$ cat config.mk
export PLATFORM = sky130hd
export DESIGN_NAME = mem_resp_ctrl_flat
export DESIGN_NICKNAME = d
export VERILOG_FILES = /design/src/rtl/mem_resp_if.sv /design/src/rtl/mem_resp_ctrl.sv /design/src/flat_wrapper.sv
export SDC_FILE = /design/constraint.sdc
export NUM_CORES = 1
export LEC_CHECK = 0
export ABC_AREA = 1
export CAP_MARGIN = 40
export CORE_MARGIN = 1.5
export CORE_UTILIZATION = 35
export DETAILED_ROUTE_END_ITERATION = 8
export SLEW_MARGIN = 20
export SYNTH_ARGS = -nofsm -noshare
export SYNTH_HDL_FRONTEND = slang
export SYNTH_SLANG_ARGS = --single-unit
export TNS_END_PERCENT = 100
$ cat constraint.sdc
create_clock -name clk -period 2.4 [get_ports clk]
set_clock_uncertainty 0.15 [all_clocks]
set_input_delay 0.48 -clock clk [delete_from_list [all_inputs] [get_ports clk]]
set_output_delay 0.48 -clock clk [all_outputs]
set_load 0.01 [all_outputs]
$ cat src/rtl/mem_resp_if.sv
// Single-port memory bus between an initiator (master) and mem_resp_ctrl (slave).
interface mem_resp_if #(
    parameter int P_MEM_DW = 8,
    parameter int P_MEM_AW = 5
);
    logic                m_cs;
    logic                m_rw;
    logic [P_MEM_AW-1:0] m_addr;
    logic [P_MEM_DW-1:0] m_wdata;
    logic [P_MEM_DW-1:0] m_rdata;
    logic                m_ready;
    logic                m_perr;

    modport master (
        output m_cs, m_rw, m_addr, m_wdata,
        input  m_rdata, m_ready, m_perr
    );

    modport slave (
        input  m_cs, m_rw, m_addr, m_wdata,
        output m_rdata, m_ready, m_perr
    );
endinterface

$ cat src/rtl/mem_resp_ctrl.sv
// Timed, handshaked memory responder: one-cycle writes, P_RD_LAT-cycle reads.
// Optional MEM_RESP_PARITY_EN adds a stored even-parity bit per word and drives m_perr.
module mem_resp_ctrl #(
    parameter int P_MEM_DW = 8,
    parameter int P_MEM_AW = 5,
    parameter int P_RD_LAT = 2
) (
    input  logic       clk,
    input  logic       rst_n,
    mem_resp_if.slave  bus
);
    localparam int DEPTH = 1 << P_MEM_AW;
    localparam int CW    = $clog2(P_RD_LAT + 1);

    typedef enum logic [1:0] {IDLE, RD_WAIT, DONE} state_t;

    state_t              state, state_nx;
    logic [CW-1:0]       cnt, cnt_nx;
    logic [P_MEM_AW-1:0] addr_q, addr_nx;
    logic [P_MEM_AW-1:0] rd_addr;
    logic [P_MEM_DW-1:0] mem [DEPTH];
    logic [P_MEM_DW-1:0] rdata_q;
    logic                ready_q, ready_nx;
    logic                mem_we, rd_load;

    always_comb begin
        state_nx = state;
        cnt_nx   = cnt;
        addr_nx  = addr_q;
        rd_addr  = addr_q;
        mem_we   = 1'b0;
        rd_load  = 1'b0;
        ready_nx = 1'b0;
        case (state)
            IDLE: begin
                if (bus.m_cs) begin
                    if (!bus.m_rw) begin
                        mem_we   = 1'b1;
                        ready_nx = 1'b1;
                        state_nx = DONE;
                    end else begin
                        addr_nx = bus.m_addr;
                        if (P_RD_LAT == 1) begin
                            // single-cycle read bypasses the latched address
                            rd_addr  = bus.m_addr;
                            rd_load  = 1'b1;
                            ready_nx = 1'b1;
                            state_nx = DONE;
                        end else begin
                            cnt_nx   = CW'(P_RD_LAT - 1);
                            state_nx = RD_WAIT;
                        end
                    end
                end
            end
            RD_WAIT: begin
                if (!bus.m_cs) begin
                    cnt_nx   = '0;
                    state_nx = IDLE;
                end else if (cnt == CW'(1)) begin
                    cnt_nx   = '0;
                    rd_load  = 1'b1;
                    ready_nx = 1'b1;
                    state_nx = DONE;
                end else begin
                    cnt_nx = cnt - CW'(1);
                end
            end
            DONE: begin
                if (!bus.m_cs) state_nx = IDLE;
            end
            default: state_nx = IDLE;
        endcase
    end

    always_ff @(posedge clk or negedge rst_n) begin
        if (!rst_n) begin
            state   <= IDLE;
            cnt     <= '0;
            addr_q  <= '0;
            rdata_q <= '0;
            ready_q <= 1'b0;
        end else begin
            state   <= state_nx;
            cnt     <= cnt_nx;
            addr_q  <= addr_nx;
            ready_q <= ready_nx;
            if (rd_load) rdata_q <= mem[rd_addr];
        end
    end

    // Storage is deliberately outside the reset domain.
    always_ff @(posedge clk) begin
        if (mem_we) mem[bus.m_addr] <= bus.m_wdata;
    end

    assign bus.m_rdata = rdata_q;
    assign bus.m_ready = ready_q;

`ifdef MEM_RESP_PARITY_EN
    logic mem_par [DEPTH];
    logic perr_q;

    always_ff @(posedge clk) begin
        if (mem_we) mem_par[bus.m_addr] <= ^bus.m_wdata;
    end

    // Flag is only ever high alongside the read-completion pulse.
    always_ff @(posedge clk or negedge rst_n) begin
        if (!rst_n) perr_q <= 1'b0;
        else        perr_q <= rd_load && ((^mem[rd_addr]) != mem_par[rd_addr]);
    end

    assign bus.m_perr = perr_q;
`else
    assign bus.m_perr = 1'b0;
`endif
endmodule

$ cat src/flat_wrapper.sv
// flat-port wrapper written by rule: the top's interface ports become plain ports
module mem_resp_ctrl_flat 
#(
    parameter int P_MEM_DW = 8,
    parameter int P_MEM_AW = 5,
    parameter int P_RD_LAT = 2
)
  (clk, rst_n, bus_m_cs, bus_m_rw, bus_m_addr, bus_m_wdata, bus_m_rdata, bus_m_ready, bus_m_perr);
  mem_resp_if #(.P_MEM_DW(P_MEM_DW), .P_MEM_AW(P_MEM_AW)) bus_i ();
  input  logic clk;
  input  logic rst_n;
  input wire logic [$bits(bus_i.m_cs)-1:0] bus_m_cs;
  input wire logic [$bits(bus_i.m_rw)-1:0] bus_m_rw;
  input wire logic [$bits(bus_i.m_addr)-1:0] bus_m_addr;
  input wire logic [$bits(bus_i.m_wdata)-1:0] bus_m_wdata;
  output wire logic [$bits(bus_i.m_rdata)-1:0] bus_m_rdata;
  output wire logic [$bits(bus_i.m_ready)-1:0] bus_m_ready;
  output wire logic [$bits(bus_i.m_perr)-1:0] bus_m_perr;
  assign bus_i.m_cs = bus_m_cs;
  assign bus_i.m_rw = bus_m_rw;
  assign bus_i.m_addr = bus_m_addr;
  assign bus_i.m_wdata = bus_m_wdata;
  assign bus_m_rdata = bus_i.m_rdata;
  assign bus_m_ready = bus_i.m_ready;
  assign bus_m_perr = bus_i.m_perr;
  mem_resp_ctrl #(.P_MEM_DW(P_MEM_DW), .P_MEM_AW(P_MEM_AW), .P_RD_LAT(P_RD_LAT)) u_core (.clk(clk), .rst_n(rst_n), .bus(bus_i));
endmodule
==> flow_summary.toml <==
[sta]
postLayoutSetupSlackWorst_ns = 0.299
final.setup.tns_ns = 0
finalWorstPathRequiredPeriod_ns = 2.10
finalCritPeriodShare = 0.875
whs_ns = 0.119
rsz0062_at_grt = "false"
timing.max_slew.rel_slack = 0.577
maximum_operating_frequency_mhz = 476
timing_max_transition_violations_final = 0
hold_viol = 0
worstMarginPinSlew_ns = 0.635
final-setup-viol-count = 0

[global_routing]
global_route_wire_length_before_repair_um = 41300
global_route.overflow_total = 0
globalRouteTotalUtil = 0.166
grt_pass1_vias = 7221
antenna_found_initial = 0
grt_max_degree = 130

[worst_setup_path]
r2r-end = "u_core.bus.m_rdata[2]"
timing.critical_path.from = "u_core.addr_q[0]"
path_cells = "buf_12 -> nand2_1 -> nand3_1 -> nand3_1 -> nand2_1 -> nand2_1 -> nand3_1 -> nand3_1 -> nand2_1"
critical_path_start_type = "register"
critPathCaptureType = "register"
crit_path_top_delay_cell = "sky130_fd_sc_hd__buf_12"
worst-endpoint-arrival_ns = 2.43
regToRegSetupSlack_ns = 0.30
timing.reg2reg.worst_path_depth = 9
reg2reg_from = "u_core.addr_q[0]"
capturing_instance_or_port_of_the_critical_path = "u_core.bus.m_rdata[2]"
required_ns = 2.73
path_max_fanout = 129
worst-setup-path-type = "reg -> reg"
critPathMaxStageDelay_ns = 0.44

[cts]
cts-buffers-inserted = 30
clk_root_buffer_cell = "sky130_fd_sc_hd__clkbuf_16"
cts.repair.resized = 0
cts_tree = "yes"
cts-hold-fix-buffers = 0
sink_count = 274
later_pin_clock_latency_in_the_skew_report_ns = 0.54
postCtsSetupRepairBufs = 0
cts-htree-levels = 1
cts.clk_slew.worst_paths_ns = 0.06
number_of_buffers_between_clock_root_and_the_deepest_sink = 3

[placement]
finalWeightedCongestion = 0.862
dpl_worst_slack_ns = 0.0535
dp.final_hpwl_um = 16400
portBuffers = 25
detailed_place.area_um2 = 12200

[pwr]
power.combinational.fraction = 0.289
clock_power_share = 0.312
cellPowerDensity_nw_per_um2 = 1050
power.switching_fraction = 0.334
p_int_uw = 9220
power_switching_uw = 4620
fraction_of_power_consumed_by_sequential_logic = 0.399
irDropWorstVdd_mv = 0.679
leakagePower_uw = 0.00488

[final_layout]
commonest_cells_after_routing_fill_and_taps_aside = "sky130_fd_sc_hd__nand2_1, sky130_fd_sc_hd__edfxtp_1, sky130_fd_sc_hd__nand3_1"
layout_commonest_cell = "sky130_fd_sc_hd__nand2_1"
share_of_the_core_filled_with_cells_in_the_final_layout = 0.419
post_route_cells_drive_above_1_share = 0.106
area_growth_syn_to_layout_pct = 18.2
final_area_um2 = 13200
diodes = 0
fillers = 2884
final_nets = 1053

[floorplan]
floorplan.rows = 65
floorplan.die.width_um = 181
die_area_um2 = 32900
design.portCount = 27
floorplan.initialDensity = 0.354
vertical_extent_of_the_die_um = 181
core-area_um2 = 31500

[route]
dr.first_iter.drc_count = 642
route.vias.total = 7380
routed_wirelength_um = 27200
detail-route-antenna-nets = 0
drcViolationCount = 0
drt_first_pass_iters = 6
route.detailed.wl_per_inst_um = 18.6
vias_per_instance = 5.05

[synthesis]
seq_area_frac_synth = 0.730
avgSynthCellArea_um2 = 11.5
mappedNetlistNets = 987
synth_area_um2 = 11100
syn-instance-count = 969
ys_warn_count = 0
ys_seq_elements = 274
synth.distinct_cells = 18

[outcome]
run_status = "complete, no violations"

[worst_hold_path]
hold_path.class = "in -> async"

[job]
max_cap_viol_count = 0
## power by group through the flow
stage / sequential, uW / combinational (uW) / clock (uW)
3_3_place_gp: 5610 / 3950 / 0
5_1_grt: 5530 / 4420 / 4590
6_report: 5520 / 4000 / 4320
3_5_place_dp: 5610 / 3970 / 0
2_1_floorplan: 5560 / 2710 / 0
4_1_cts: 5520 / 3980 / 4400
## cell usage after synthesis
master                     instances  share of area
sky130_fd_sc_hd__nor2_2            1        0.00056
sky130_fd_sc_hd__clkbuf_1          9         0.0030
sky130_fd_sc_hd__o21ai_0           7         0.0031
sky130_fd_sc_hd__buf_1             6         0.0020
sky130_fd_sc_hd__inv_2             3         0.0010
sky130_fd_sc_hd__nand2_1         346           0.12
sky130_fd_sc_hd__buf_2            25          0.011
sky130_fd_sc_hd__conb_1            1        0.00034
sky130_fd_sc_hd__inv_1            13         0.0044
sky130_fd_sc_hd__nor3_1            1        0.00045
sky130_fd_sc_hd__ha_1              1         0.0011
sky130_fd_sc_hd__edfxtp_1        256           0.69
sky130_fd_sc_hd__dfrtp_1          18          0.040
sky130_fd_sc_hd__nand3_1         230           0.10
sky130_fd_sc_hd__nor2_1           35          0.012
sky130_fd_sc_hd__buf_4            14         0.0094
sky130_fd_sc_hd__a21oi_1           2        0.00090
sky130_fd_sc_hd__a31o_2            1        0.00079
## registers in the layout (all words and copies together), names as in the netlist
register	cells
u_core.addr_q	5
u_core.bus.m_rdata	8
u_core.bus.m_ready	1
u_core.cnt	2
u_core.mem	256
u_core.state	2
## per-layer routing
| metal | vias to the layer above | wire length (um) | GRT usage |
|---|---|---|---|
| met3 | 54 | 1650 | 0.0243 |
| met5 | - | 0 | 0 |
| li1 | 3507 | - | - |
| met4 | 0 | 844 | 0.0593 |
| met2 | 288 | 12500 | 0.264 |
| met1 | 3531 | 12200 | 0.233 |
## worst max-delay path, delay by kind of cell, from the launching register on
kind                   cells  cell delay, ns
and+or+nand+nor            8            0.95
buffers and inverters      1            0.44
DFF                        1            0.43
## metrics by stage
stage | power [uW] | std cells
detailed placement | 9580 | 1405
global route | 14500 | 1460
global placement | 9560 | 1405
CTS | 13900 | 1460
floorplan | 8280 | 969
finish | 13800 | 1460
## how the worst min path moves through the flow
stage,slack (ns),start,cells after the start,endpoint
3_5_place_dp,0.32,u_core.bus.m_rdata[3],2,u_core.bus.m_rdata[3]
3_3_place_gp,0.32,u_core.bus.m_rdata[3],2,u_core.bus.m_rdata[3]
5_1_grt,0.12,rst_n,1,u_core.addr_q[2]
6_report,0.12,rst_n,1,u_core.state[0]
4_1_cts,0.11,rst_n,1,u_core.addr_q[2]
2_1_floorplan,0.03,rst_n,0,u_core.addr_q[0]
## logic make-up after synthesis
kind of cell | count (synthesis) | synth area share
fa+ha+maj | 1 | 0.00112
other cells | 1 | 0.000336
compound gates | 10 | 0.00483
flops | 274 | 0.730
buf+inv | 70 | 0.0311
simple gates | 613 | 0.233
## cell type report
type | count | area (um2) | area share
clock buffers | 38 | 802 | 0.0609
clock inverters | 17 | 141 | 0.0107
inverters | 16 | 61.3 | 0.00465
multi-input cells | 625 | 2660 | 0.202
flip-flops and latches | 274 | 8140 | 0.618
well taps | 402 | 503 | 0.0382
repair buffers | 88 | 861 | 0.0653
No activity file was read; power rests on OpenSTA's default activity.
